$ cat src/rtl/pipe_stall_ctrl.sv
// Stall/bubble sequencer for the 5-stage pipeline: RAM wait handshake with timeout,
// EX load-use detection, and a saturating count of stalled cycles.
module pipe_stall_ctrl #(
    parameter int TIMEOUT = 15,
    parameter int CNT_W   = 16
) (
    input  logic             clk,
    input  logic             Reset,
    input  logic             MEM_MEM_EN_in,
    input  logic             RAM_READY_in,
    input  logic             EX_L_in,
    input  logic [4:0]       EX_RD_in,
    input  logic [4:0]       ID_RA_in,
    input  logic [4:0]       ID_RB_in,
    input  logic             ID_USES_RA_in,
    input  logic             ID_USES_RB_in,
    output logic             RAM_REQ_out,
    output logic             PC_LE_out,
    output logic             IF_ID_LE_out,
    output logic             ID_EX_LE_out,
    output logic             EX_MEM_LE_out,
    output logic             ID_EX_NOP_out,
    output logic             MEM_WB_NOP_out,
    output logic             TIMEOUT_out,
    output logic [CNT_W-1:0] STALL_CNT_out
);

    typedef enum logic [1:0] {IDLE, ACCESS, ERROR} state_t;

    state_t           state_q, state_d;
    logic [CNT_W-1:0] wcnt_q, wcnt_d;
    logic [CNT_W-1:0] scnt_q;
    logic             err_q, err_d;
    logic             mem_stall, load_use;

    assign load_use = EX_L_in && (EX_RD_in != 5'd0) &&
                      ((ID_USES_RA_in && (ID_RA_in == EX_RD_in)) ||
                       (ID_USES_RB_in && (ID_RB_in == EX_RD_in)));

    always_comb begin
        state_d   = state_q;
        wcnt_d    = wcnt_q;
        err_d     = err_q;
        mem_stall = 1'b0;
        unique case (state_q)
            IDLE: begin
                if (MEM_MEM_EN_in && !RAM_READY_in) begin
                    mem_stall = 1'b1;
                    state_d   = ACCESS;
                    wcnt_d    = CNT_W'(1);
                end
            end
            ACCESS: begin
                if (RAM_READY_in) begin
                    state_d = IDLE;
                    wcnt_d  = '0;
                end else begin
                    mem_stall = 1'b1;
                    if (wcnt_q == CNT_W'(TIMEOUT)) begin
                        state_d = ERROR;
                        err_d   = 1'b1;
                    end else begin
                        wcnt_d = wcnt_q + CNT_W'(1);
                    end
                end
            end
            ERROR:   mem_stall = 1'b1;
            default: state_d = IDLE;
        endcase
    end

    // Output decode; reset forces a flushing bubble into both NOP-able latches.
    always_comb begin
        RAM_REQ_out    = ((state_q == IDLE) && MEM_MEM_EN_in) || (state_q == ACCESS);
        PC_LE_out      = 1'b1;
        IF_ID_LE_out   = 1'b1;
        ID_EX_LE_out   = 1'b1;
        EX_MEM_LE_out  = 1'b1;
        ID_EX_NOP_out  = 1'b0;
        MEM_WB_NOP_out = 1'b0;
        if (Reset) begin
            RAM_REQ_out    = 1'b0;
            ID_EX_NOP_out  = 1'b1;
            MEM_WB_NOP_out = 1'b1;
        end else if (mem_stall) begin
            PC_LE_out      = 1'b0;
            IF_ID_LE_out   = 1'b0;
            ID_EX_LE_out   = 1'b0;
            EX_MEM_LE_out  = 1'b0;
            MEM_WB_NOP_out = 1'b1;
        end else if (load_use) begin
            PC_LE_out     = 1'b0;
            IF_ID_LE_out  = 1'b0;
            ID_EX_NOP_out = 1'b1;
        end
    end

    always_ff @(posedge clk) begin
        if (Reset) begin
            state_q <= IDLE;
            wcnt_q  <= '0;
            scnt_q  <= '0;
            err_q   <= 1'b0;
        end else begin
            state_q <= state_d;
            wcnt_q  <= wcnt_d;
            err_q   <= err_d;
            if ((mem_stall || load_use) && (scnt_q != '1))
                scnt_q <= scnt_q + CNT_W'(1);
        end
    end

    assign TIMEOUT_out   = err_q;
    assign STALL_CNT_out = scnt_q;

endmodule

$ cat config.mk
export PLATFORM = sky130hd
export DESIGN_NAME = pipe_stall_ctrl
export DESIGN_NICKNAME = d
export VERILOG_FILES = /design/src/rtl/pipe_stall_ctrl.sv
export SDC_FILE = /design/constraint.sdc
export NUM_CORES = 1
export LEC_CHECK = 0
export ABC_AREA = 1
export CORE_MARGIN = 2
export CORE_UTILIZATION = 56
export CTS_CLUSTER_SIZE = 8
export DETAILED_ROUTE_END_ITERATION = 12
export PLACE_DENSITY = 0.86
export SYNTH_ARGS = -nofsm -noshare
export SYNTH_HDL_FRONTEND = slang
export SYNTH_SLANG_ARGS = --single-unit
$ cat constraint.sdc
create_clock -name clk -period 4.2 [get_ports clk]
set_clock_uncertainty 0.1 [all_clocks]
set_input_delay 0.42 -clock clk [delete_from_list [all_inputs] [get_ports clk]]
set_output_delay 0.42 -clock clk [all_outputs]
set_load 0.05 [all_outputs]
### Word level (Yosys, flattened, before mapping)

Index checks and enable logic that the tools add are counted.

* add/subtract/negate cells: 2
* equal/unequal tests: 9
* mux-type cells: 22
* bitwise operators: 2
* reduce and logical (&&, ||, !) cells: 17

Operators by type and width (count)
* 2-to-1 mux 16 bit: 3
* adder 16 x 1 -> 16 bit, second input constant: 2
* case mux 16 bit (2 select lines): 1
* == test 16 x 4 -> 1 bit, second input constant: 1
* != test 16 bit, second input constant: 1
* 2-to-1 mux 1 bit: 13
* == test 5 bit: 2
* AND reduction 3 bit: 3
* logical AND 1 bit: 7
* 2-to-1 mux 2 bit: 3
* != test 3 bit, second input constant: 2
* case mux 2 bit (3 select lines): 1
* nonzero test 5 bit: 1
* logical OR 1 bit: 3
* case mux 1 bit (3 select lines): 1
* == test 2 x 1 -> 1 bit, second input constant: 1
* == test 2 bit, second input constant: 1
* logical NOT 2 bit: 1
* != test 2 bit, second input constant: 1
* inverter 1 bit: 2
* nonzero test 2 bit: 1
* logical NOT 1 bit: 1

* bits in registers: 35
* bits of input ports: 22
* output and inout bits: 24
* logic and storage cells: 56

### Logic depth before layout (Yosys ltp)

Gate-level depths: netlist of the first run.

* word-level depth: 7
* depth in mapped cells: 13
* depth with buffers taken out: 12

### Least setup slack after synthesis of the first run

No wires, ideal clock.

* path kind: input -> output
* start: input port EX_RD_in[3]
* end: output port ID_EX_NOP_out
* data arrival time: 1962 ps
* data required time: 3680 ps
* path slack: 1718 ps
* stages: 8
* path buffers: 0
* path through: inv_1 > nand2_1 > nand2_1 > nor2_1 > nand3_1 > nand2_1 > nand2_1 > o21ai_0

* longest elaborated chain between the ends: 7

RTL lines
* start: declaration: line 12 `input logic [4:0] EX_RD_in,`
* == test 5 bit, on equally long branches: line 37, 38
* logical AND 1 bit, on equally long branches: line 37, 38
* logical OR 1 bit: line 37 `((ID_USES_RA_in && (ID_RA_in == EX_RD_in)) ||`
* logical AND 1 bit *: line 36 `assign load_use = EX_L_in && (EX_RD_in != 5'd0) &&`
* 2-to-1 mux 1 bit *: line 91 `end else if (load_use) begin`
* 2-to-1 mux 1 bit *: line 85 `end else if (mem_stall) begin`
* 2-to-1 mux 1 bit *: line 81 `if (Reset) begin`
* end: declaration: line 22 `output logic ID_EX_NOP_out,`

Mark *: on every way between the ends. The rest lies on a longest branch, timed or not.

### Worst setup path in the final report of the first run

* start: input port Reset
* end: output port ID_EX_LE_out

* longest elaborated chain between the ends: 1

RTL lines
* start: declaration: line 8 `input logic Reset,`
* 2-to-1 mux 1 bit: line 81
* end: declaration: line 20 `output logic ID_EX_LE_out,`

No other way between the ends.

==> flow_metrics.py, run 1 <==
metrics = {
    "run_status": {
        "outcome": "complete, no violations",
    },
    "logic_synthesis": {
        "syn-cell-area_um2": 2290,
        "ys_ff_latch": 35,
        "seq_area_frac_synth": 0.307,
        "syn_avg_cell_area_um2": 6.15,
        "ys.flop_type": "dfxtp_1",
        "synth_edf_count": 0,
        "synthCells": 372,
        "synthDistinctLibCells": 33,
        "ys_warn_count": 0,
        "async_flop_share": 0,
        "synth_nets": 396,
    },
    "clock_tree": {
        "cts_tree": "yes",
        "cts_made_buffers": 5,
        "clk_transition_reported_paths_ps": 70,
        "clk_path_buf_depth": 2,
        "cts_resized": 0,
        "root_buffer": "clkbuf_8",
        "holdBufCountCts": 0,
        "cts_setup_buffers": 0,
        "insertion_delay_ps": 280,
        "h-tree-depth": 2,
        "cts.sinks": 35,
    },
    "cells_and_area": {
        "nets": 439,
        "layout_common_cells": "99 x nand2_1, 59 x nor2_1, 50 x inv_1",
        "fillers": 365,
        "finalNonFillerCells": 465,
        "n_antenna_cell": 0,
        "multi_input_area_um2": 1310,
        "drive_above_1_share": 0.0795,
        "seqCellArea_um2": 701,
        "layout_commonest_cell": "nand2_1",
        "area_growth_pct": 23.4,
        "post-route-util": 0.710,
    },
    "pwr": {
        "cellInternalPower_mw": 0.522,
        "power.density_nw_per_um2": 261,
        "finalPower_mw": 0.737,
        "pwr-share-seq": 0.470,
        "p_clk_frac": 0.330,
        "combPwrFrac": 0.200,
        "p_leak_nw": 1.17,
        "switching_share": 0.291,
        "switchingPower_mw": 0.215,
        "ir_drop_mv": 0.185,
    },
    "timing": {
        "timing.hold.ws_ps": 362,
        "hold_viol": 0,
        "finalSetupViolCount": 0,
        "finalCritPeriodShare": 0.743,
        "tightest_slew_ps": 588,
        "setup_tns_ps": 0,
        "report.final.slew_viol_count": 0,
        "clock.fmax_mhz": 320,
        "slew_headroom": 0.608,
        "min_period_ps": 3120,
        "rsz0062_at_grt": "false",
    },
    "floorplanning": {
        "die_h_um": 67.9,
        "io_pins": 46,
        "initial_core_util": 0.576,
        "core-area_um2": 3970,
        "fp-row-count": 23,
        "die-area_um2": 4610,
        "die_w_um": 67.9,
    },
    "drt": {
        "drc": 0,
        "post_drt_wl_per_cell_um": 10.7,
        "ant_nets": 0,
        "via_per_inst": 5.05,
        "dr.pass1.iters": 4,
        "via_count": 2348,
        "drt_iter0_markers": 124,
        "wl_mm": 4.96,
    },
    "global_route": {
        "grt_pass1_vias": 2161,
        "grt_pass1_wl_mm": 8.67,
        "groute.usage.overall": 0.240,
        "grt.busiest_layer": "met2",
        "grt_max_degree": 31,
        "grt_util_met3": 0.0510,
        "grtUsageMet1": 0.278,
        "antenna_found_initial": 0,
        "overflow": 0,
        "grtUsageMet2": 0.447,
    },
    "placed_design": {
        "routabilityCongestion": 0.893,
        "dp.cells": 458,
        "dp_hpwl_mm": 3.87,
        "port_buffers": 45,
    },
    "setup_path": {
        "crit_type": "in2out",
        "worst_path_most_repeated_cell": "clkdlybuf4s50_1",
        "critPathSlowestCell": "clkdlybuf4s50_1",
        "required_ps": 3680,
        "max_stage_delay_ps": 820,
        "cp.arrival_ps": 2600,
        "end_kind": "output pin",
        "critical_path.startpoint_type": "primary input",
        "cp_max_fo": 20,
        "r2r_slack_ps": 2350,
        "worstPathCellList": "clkdlybuf4s50_1 > inv_1 > nand2_1 > clkdlybuf4s50_1",
    },
    "worst_hold_path": {
        "holdCritPathClass": "reg2reg",
    },
    "flow_run": {
        "max-cap-violations": 0,
    },
}
## registers in the layout, summed over array words and instances, names as in the netlist
register	flops
state_q	2
STALL_CNT_out	16
wcnt_q	16
TIMEOUT_out	1
## power by group through the flow
stage               combinational, mW  sequential [mW]  clock (mW)
floorplan                      0.0848            0.370           0
global placement                0.144            0.353           0
detailed placement              0.147            0.354           0
CTS                             0.147            0.346       0.250
global route                    0.162            0.347       0.260
finish                          0.147            0.346       0.243
## through the flow
step	area (um2)	setup slack, ps
after global placement	2730	1110
after CTS	2820	1090
after floorplan	2290	1720
after detailed placement	2730	1090
final	2820	1080
after global routing	2820	877
## Yosys cell counts, types with 2 or more instances
cell      instances  share of area
o21ai_1           2         0.0044
a21oi_1          26          0.057
o21ai_0          10          0.022
buf_6             2         0.0099
dfxtp_1          35           0.31
nand3_1          29          0.063
nand3_2           3          0.013
nor2_2            7          0.019
nand2_2           2         0.0055
nand4_1           8          0.022
ha_1              2          0.011
nand3b_1          2         0.0066
nor3_1            7          0.015
nand2_4           3          0.015
xor2_1            4          0.015
nand2_1          99           0.16
buf_2             2         0.0044
nor2_1           59          0.097
inv_2             4         0.0066
inv_1            50          0.082
buf_4             4          0.013
## cells by family after synthesis
| logic type | Yosys count | share of synthesized area |
|---|---|---|
| adders and majority gates | 2 | 0.0109 |
| buffers and inverters | 64 | 0.120 |
| xor gates and xnor gates | 4 | 0.0153 |
| and+or+nand+nor | 226 | 0.453 |
| DFF | 35 | 0.307 |
| AOI/OAI and AO/OA | 41 | 0.0936 |
## layer usage
metal  vias up  part of all wire
li1       1263                 -
met1      1040              0.45
met2        41              0.51
met3         4             0.033
met4         0            0.0063
met5         -                 0
## final cells by class
| type | instances | share of cell area |
|---|---|---|
| clock buffer | 6 | 0.0293 |
| tap | 50 | 0.0222 |
| sequential | 35 | 0.248 |
| timing repair buffer | 45 | 0.160 |
| clock inverter | 1 | 0.00177 |
| multi-input combinational | 273 | 0.465 |
| inverter | 55 | 0.0741 |
## path summary, 6_finish.rpt
kind                         start                to  depth (start not counted)
setup / recovery             Reset      ID_EX_LE_out                          4
hold reg to reg        TIMEOUT_out       TIMEOUT_out                          2
setup reg to reg  STALL_CNT_out[0]  STALL_CNT_out[6]                         12
hold / removal         TIMEOUT_out       TIMEOUT_out                          2
## critical path: cells and delay by family
family	cells	cell delay, ps
and+or+nand+nor	1	200
buffers and inverters	3	1980
Note: power is estimated with default switching activity, not from simulation.
==> inputs of run 2 (changes only) <==
--- a/config.mk
+++ b/config.mk
@@ -7,10 +7,10 @@
 export LEC_CHECK = 0
 export ABC_AREA = 1
 export CORE_MARGIN = 2
-export CORE_UTILIZATION = 56
+export CORE_UTILIZATION = 52
 export CTS_CLUSTER_SIZE = 8
 export DETAILED_ROUTE_END_ITERATION = 12
-export PLACE_DENSITY = 0.86
+export PLACE_DENSITY = 0.81
 export SYNTH_ARGS = -nofsm -noshare
 export SYNTH_HDL_FRONTEND = slang
 export SYNTH_SLANG_ARGS = --single-unit
==> constraint.sdc (replaced) <==
create_clock -name clk -period 2.9 [get_ports clk]
set_clock_uncertainty 0.1 [all_clocks]
set_input_delay 0.29 -clock clk [delete_from_list [all_inputs] [get_ports clk]]
set_output_delay 0.29 -clock clk [all_outputs]
set_load 0.05 [all_outputs]
==> run 2 against run 1 <==
Against the previous run:
- global-route usage down 1.6 points
- final cell count up 1.3%
- combinational power up 50%
- setup slack worse by 340 ps
- count of clock-buffer cells in the layout unchanged
- first-iteration DRC count down 21%
- critical path depth up 5
- final area up 1.2%
- critical path type unchanged
- largest power group unchanged
==> flow_metrics.py, run 2 (synthesis gave the netlist of run 1 again) <==
metrics = {
    "clock_tree": {
        "h-tree-depth": 2,
        "insertion_delay_ps": 290,
        "cts.sinks": 35,
        "clk_transition_reported_paths_ps": 70,
        "cts_made_buffers": 5,
        "holdBufCountCts": 0,
        "clk_path_buf_depth": 2,
        "cts_tree": "yes",
        "cts_setup_buffers": 0,
        "root_buffer": "clkbuf_8",
        "cts_resized": 0,
    },
    "drt": {
        "via_count": 2361,
        "drc": 0,
        "ant_nets": 0,
        "via_per_inst": 5.01,
        "wl_mm": 5.18,
        "dr.pass1.iters": 4,
        "post_drt_wl_per_cell_um": 11.0,
        "drt_iter0_markers": 98,
    },
    "setup_path": {
        "worstPathCellList": "clkdlybuf4s50_1 > nor2_1 > nand2_1 > or2_1 > nand3_2 > inv_2 > nand2_4 > nand2_1 > buf_12",
        "rr_worst_depth": 10,
        "worst_path_most_repeated_cell": "nand2_1",
        "critPathSlowestCell": "clkdlybuf4s50_1",
        "max_stage_delay_ps": 500,
        "cp.arrival_ps": 1780,
        "r2r-end": "STALL_CNT_out[13]",
        "r2r_slack_ps": 1050,
        "critical-path-top-delay-family": "buffers and inverters",
        "critPathBufInv": 3,
        "crit_type": "in2out",
        "end_kind": "output pin",
        "cp_max_fo": 5,
        "path_depth": 9,
        "critical_path.startpoint_type": "primary input",
        "r2r-start": "STALL_CNT_out[0]",
        "required_ps": 2510,
        "critPathLaunch": "RAM_READY_in",
    },
    "pwr": {
        "p_leak_nw": 1.19,
        "power.density_nw_per_um2": 377,
        "ir_drop_mv": 0.362,
    },
    "worst_hold_path": {
        "holdPathEnd": "TIMEOUT_out",
        "holdCritPathClass": "reg2reg",
        "hold-path-cell-count": 2,
        "min_from": "TIMEOUT_out",
    },
    "cells_and_area": {
        "nets": 442,
        "area_growth_pct": 24.8,
        "postLayoutCellArea_um2": 2850,
        "finalNonFillerCells": 471,
        "drive_above_1_share": 0.100,
        "layout_commonest_cell": "nand2_1",
        "n_antenna_cell": 0,
        "post-route-util": 0.664,
        "fillers": 399,
        "layout_common_cells": "99 x nand2_1, 59 x nor2_1, 50 x inv_1",
    },
    "floorplanning": {
        "die-area_um2": 4940,
        "initial_core_util": 0.532,
        "core-area_um2": 4290,
        "io_pins": 46,
        "die_h_um": 70.3,
        "die_w_um": 70.3,
        "fp-row-count": 24,
    },
    "global_route": {
        "grt_max_degree": 30,
        "grt_pass1_vias": 2285,
        "overflow": 0,
        "groute.usage.overall": 0.224,
        "grt_pass1_wl_mm": 9.18,
        "antenna_found_initial": 0,
    },
    "timing": {
        "clock.fmax_mhz": 462,
        "rsz0062_at_grt": "false",
        "tightest_slew_ps": 516,
        "fin_ws_ps": 734,
        "setup_tns_ps": 0,
        "report.final.slew_viol_count": 0,
        "finalCritPeriodShare": 0.747,
        "finalSetupViolCount": 0,
        "slew_headroom": 0.655,
        "hold_viol": 0,
        "min_period_ps": 2170,
    },
    "placed_design": {
        "port_buffers": 45,
        "routabilityCongestion": 0.931,
        "dp.cells": 463,
        "dp_slack_ps": 709,
        "dpl_cell_area_um2": 2770,
        "dp_hpwl_mm": 3.92,
    },
    "run_status": {
        "outcome": "complete, no violations",
    },
    "flow_run": {
        "max-cap-violations": 0,
    },
}
-- run 2: cell count changes in the layout (fill, tap and decap cells not counted) --
cell,delta
clkdlybuf4s50_1,-6
clkbuf_8,-1
clkbuf_1,+1
buf_12,+2
clkinvlp_4,+1
buf_4,+7
-- run 2: metrics by stage --
stage / hold WS (ps) / total power [mW]
6_report: 352 / 1.08
5_1_grt: 410 / 1.12
4_1_cts: 351 / 1.08
3_5_place_dp: 340 / 0.733
3_3_place_gp: 338 / 0.728
2_1_floorplan: 346 / 0.659
-- run 2: worst max-delay path by stage --
| stage | slack [ps] | to |
|---|---|---|
| after detailed placement | 710 | STALL_CNT_out[6] |
| after floorplan | 680 | ID_EX_NOP_out |
| after global placement | 760 | STALL_CNT_out[6] |
| final | 730 | PC_LE_out |
| after global routing | 600 | PC_LE_out |
| after CTS | 730 | PC_LE_out |
-- run 2: layout make-up --
type                       count  area, um2  share of cell area
multi-input combinational    273       1310               0.459
sequential                    35        701               0.246
timing repair buffer          48        483               0.169
inverter                      55        209              0.0732
clock buffer                   6       72.6              0.0254
tap                           52       65.1              0.0228
clock inverter                 2       12.5             0.00439
-- run 2: layer usage --
metal  part of all wire  track usage  vias to the layer above
met5                  0            0                        -
met3              0.032       0.0447                        8
met1               0.45        0.253                     1063
li1                   -            -                     1253
met4              0.010       0.0812                        0
met2               0.51        0.413                       37
-- run 2: worst reg2reg max path, delay by kind of cell (launching register included) --
family / cells / cell delay [ps]
AND/OR/NAND/NOR: 7 / 750
flip-flops: 1 / 420
adder cells (fa/ha/maj): 1 / 220
AO/OA/AOI/OAI: 1 / 160
buffers and inverters: 1 / 90
-- run 2: power by group --
group          switching, mW  internal (mW)  total, mW
registers             0.0119          0.490      0.502
clock network          0.185          0.168      0.352
logic                  0.135         0.0852      0.221
total                  0.332          0.743       1.08
==> inputs of run 3 (changes only) <==
==> constraint.sdc (replaced) <==
create_clock -name clk -period 2.15 [get_ports clk]
set_clock_uncertainty 0.1 [all_clocks]
set_input_delay 0.215 -clock clk [delete_from_list [all_inputs] [get_ports clk]]
set_output_delay 0.215 -clock clk [all_outputs]
set_load 0.05 [all_outputs]
==> run 3 against run 2 <==
Against the previous run:
- utilization up 1.8 points
- sequential cell count unchanged
- via count up 1.2%
- register-to-register slack worse by 770 ps
- clock power up 32%
- final cell count up 0.21%
- die area unchanged
- combinational power up 48%
- worst hold slack worse by 1.9 ps
- count of clock-buffer cells in the layout up 1
- largest cell class unchanged
- highest routed layer unchanged
==> flow_metrics.py, run 3 (synthesis gave the netlist of run 1 again) <==
metrics = {
    "floorplanning": {
        "die_w_um": 70.3,
        "die-area_um2": 4940,
        "die_h_um": 70.3,
        "fp-row-count": 24,
        "io_pins": 46,
        "core-area_um2": 4290,
        "initial_core_util": 0.532,
    },
    "cells_and_area": {
        "drive_above_1_share": 0.102,
        "layout_common_cells": "99 x nand2_1, 59 x nor2_1, 50 x inv_1",
        "area_growth_pct": 28.1,
        "post-route-util": 0.682,
        "layout_commonest_cell": "nand2_1",
        "fillers": 387,
        "n_antenna_cell": 0,
        "nets": 443,
    },
    "global_route": {
        "antenna_found_initial": 0,
        "overflow": 0,
        "grt_max_degree": 30,
        "grt_pass1_wl_mm": 9.29,
        "groute.usage.overall": 0.229,
        "grt_pass1_vias": 2191,
    },
    "timing": {
        "finalCritPeriodShare": 0.938,
        "finalSetupViolCount": 0,
        "tightest_slew_ps": 510,
        "setup_tns_ps": 0,
        "slew_headroom": 0.659,
        "report.final.slew_viol_count": 0,
        "rsz0062_at_grt": "false",
        "hold_viol": 0,
        "clock.fmax_mhz": 496,
        "min_period_ps": 2020,
    },
    "drt": {
        "drc": 0,
        "drt_iter0_markers": 129,
        "via_count": 2390,
        "post_drt_wl_per_cell_um": 11.4,
        "ant_nets": 0,
        "wl_mm": 5.37,
        "dr.pass1.iters": 5,
        "via_per_inst": 5.06,
    },
    "setup_path": {
        "critical_path.startpoint_type": "primary input",
        "critPathCapture": "IF_ID_LE_out",
        "r2r_slack_ps": 280,
        "r2r-start": "STALL_CNT_out[0]",
        "cp.arrival_ps": 1700,
        "r2r-end": "STALL_CNT_out[6]",
        "required_ps": 1840,
        "rr_worst_depth": 12,
        "crit_type": "in2out",
        "critPathLaunch": "RAM_READY_in",
        "end_kind": "output pin",
        "cp_max_fo": 5,
    },
    "clock_tree": {
        "root_buffer": "clkbuf_8",
        "insertion_delay_ps": 290,
        "clk_path_buf_depth": 2,
        "cts_made_buffers": 5,
        "cts.sinks": 35,
        "cts_tree": "yes",
        "clk_transition_reported_paths_ps": 70,
        "h-tree-depth": 2,
        "cts_setup_buffers": 0,
    },
    "worst_hold_path": {
        "holdCritPathClass": "reg2reg",
        "hold-path-cell-count": 2,
    },
    "placed_design": {
        "dp_hpwl_mm": 4.10,
        "routabilityCongestion": 0.866,
        "port_buffers": 45,
    },
    "flow_run": {
        "max-cap-violations": 0,
    },
    "pwr": {
        "power.density_nw_per_um2": 501,
        "ir_drop_mv": 0.379,
        "finalPower_mw": 1.47,
        "p_leak_nw": 1.23,
    },
    "run_status": {
        "outcome": "complete, no violations",
    },
}
run 3: worst max-delay path, cell delays in order:
cell             delay [ps]
clkdlybuf4s50_1         490
nor2_1                  140
nand2_1                  70
or2_1                   240
nand3_2                 100
inv_2                    60
nand2_4                  80
nand2_1                 130
buf_12                  190
run 3: what timing repair did:
item	4_1_cts	5_1_grt
endpoints found under the setup margin	0	1
hold buffers	0	0
gates resized for setup	0	1
run 3: stage by stage:
| step | worst slack, ps | cell area (um2) | hold WS, ps | std cells |
|---|---|---|---|---|
| global route | 10.5 | 2930 | 369 | 472 |
| CTS | 80.0 | 2930 | 352 | 472 |
| finish | 134 | 2930 | 350 | 472 |
| floorplan | 39.5 | 2290 | 281 | 372 |
| global placement | 125 | 2850 | 338 | 464 |
| detailed placement | 81.3 | 2850 | 341 | 464 |
run 3: worst min-delay path by stage:
stage | end | from
floorplan | wcnt_q[13] | RAM_READY_in
detailed placement | TIMEOUT_out | TIMEOUT_out
CTS | TIMEOUT_out | TIMEOUT_out
global placement | TIMEOUT_out | TIMEOUT_out
finish | TIMEOUT_out | TIMEOUT_out
global route | TIMEOUT_out | TIMEOUT_out
run 3: area by class of cell:
class                   count  area, um2  area share
clock buffers               7       76.3      0.0261
clock inverters             1       5.00     0.00171
inverters                  55        209      0.0713
multi-input cells         273       1310       0.447
flip-flops and latches     35        701       0.239
well taps                  52       65.1      0.0222
repair buffers             49        563       0.192
run 3: where the power goes:
| part | internal (mW) | total (mW) | switching, mW |
|---|---|---|---|
| clock network | 0.227 | 0.464 | 0.237 |
| registers | 0.661 | 0.677 | 0.0153 |
| logic | 0.136 | 0.326 | 0.191 |
run 3: routing by layer:
| metal | share of wire | GRT usage |
|---|---|---|
| met5 | 0 | 0 |
| met4 | 0.013 | 0.0726 |
| met2 | 0.50 | 0.389 |
| met3 | 0.039 | 0.0577 |
| met1 | 0.45 | 0.282 |
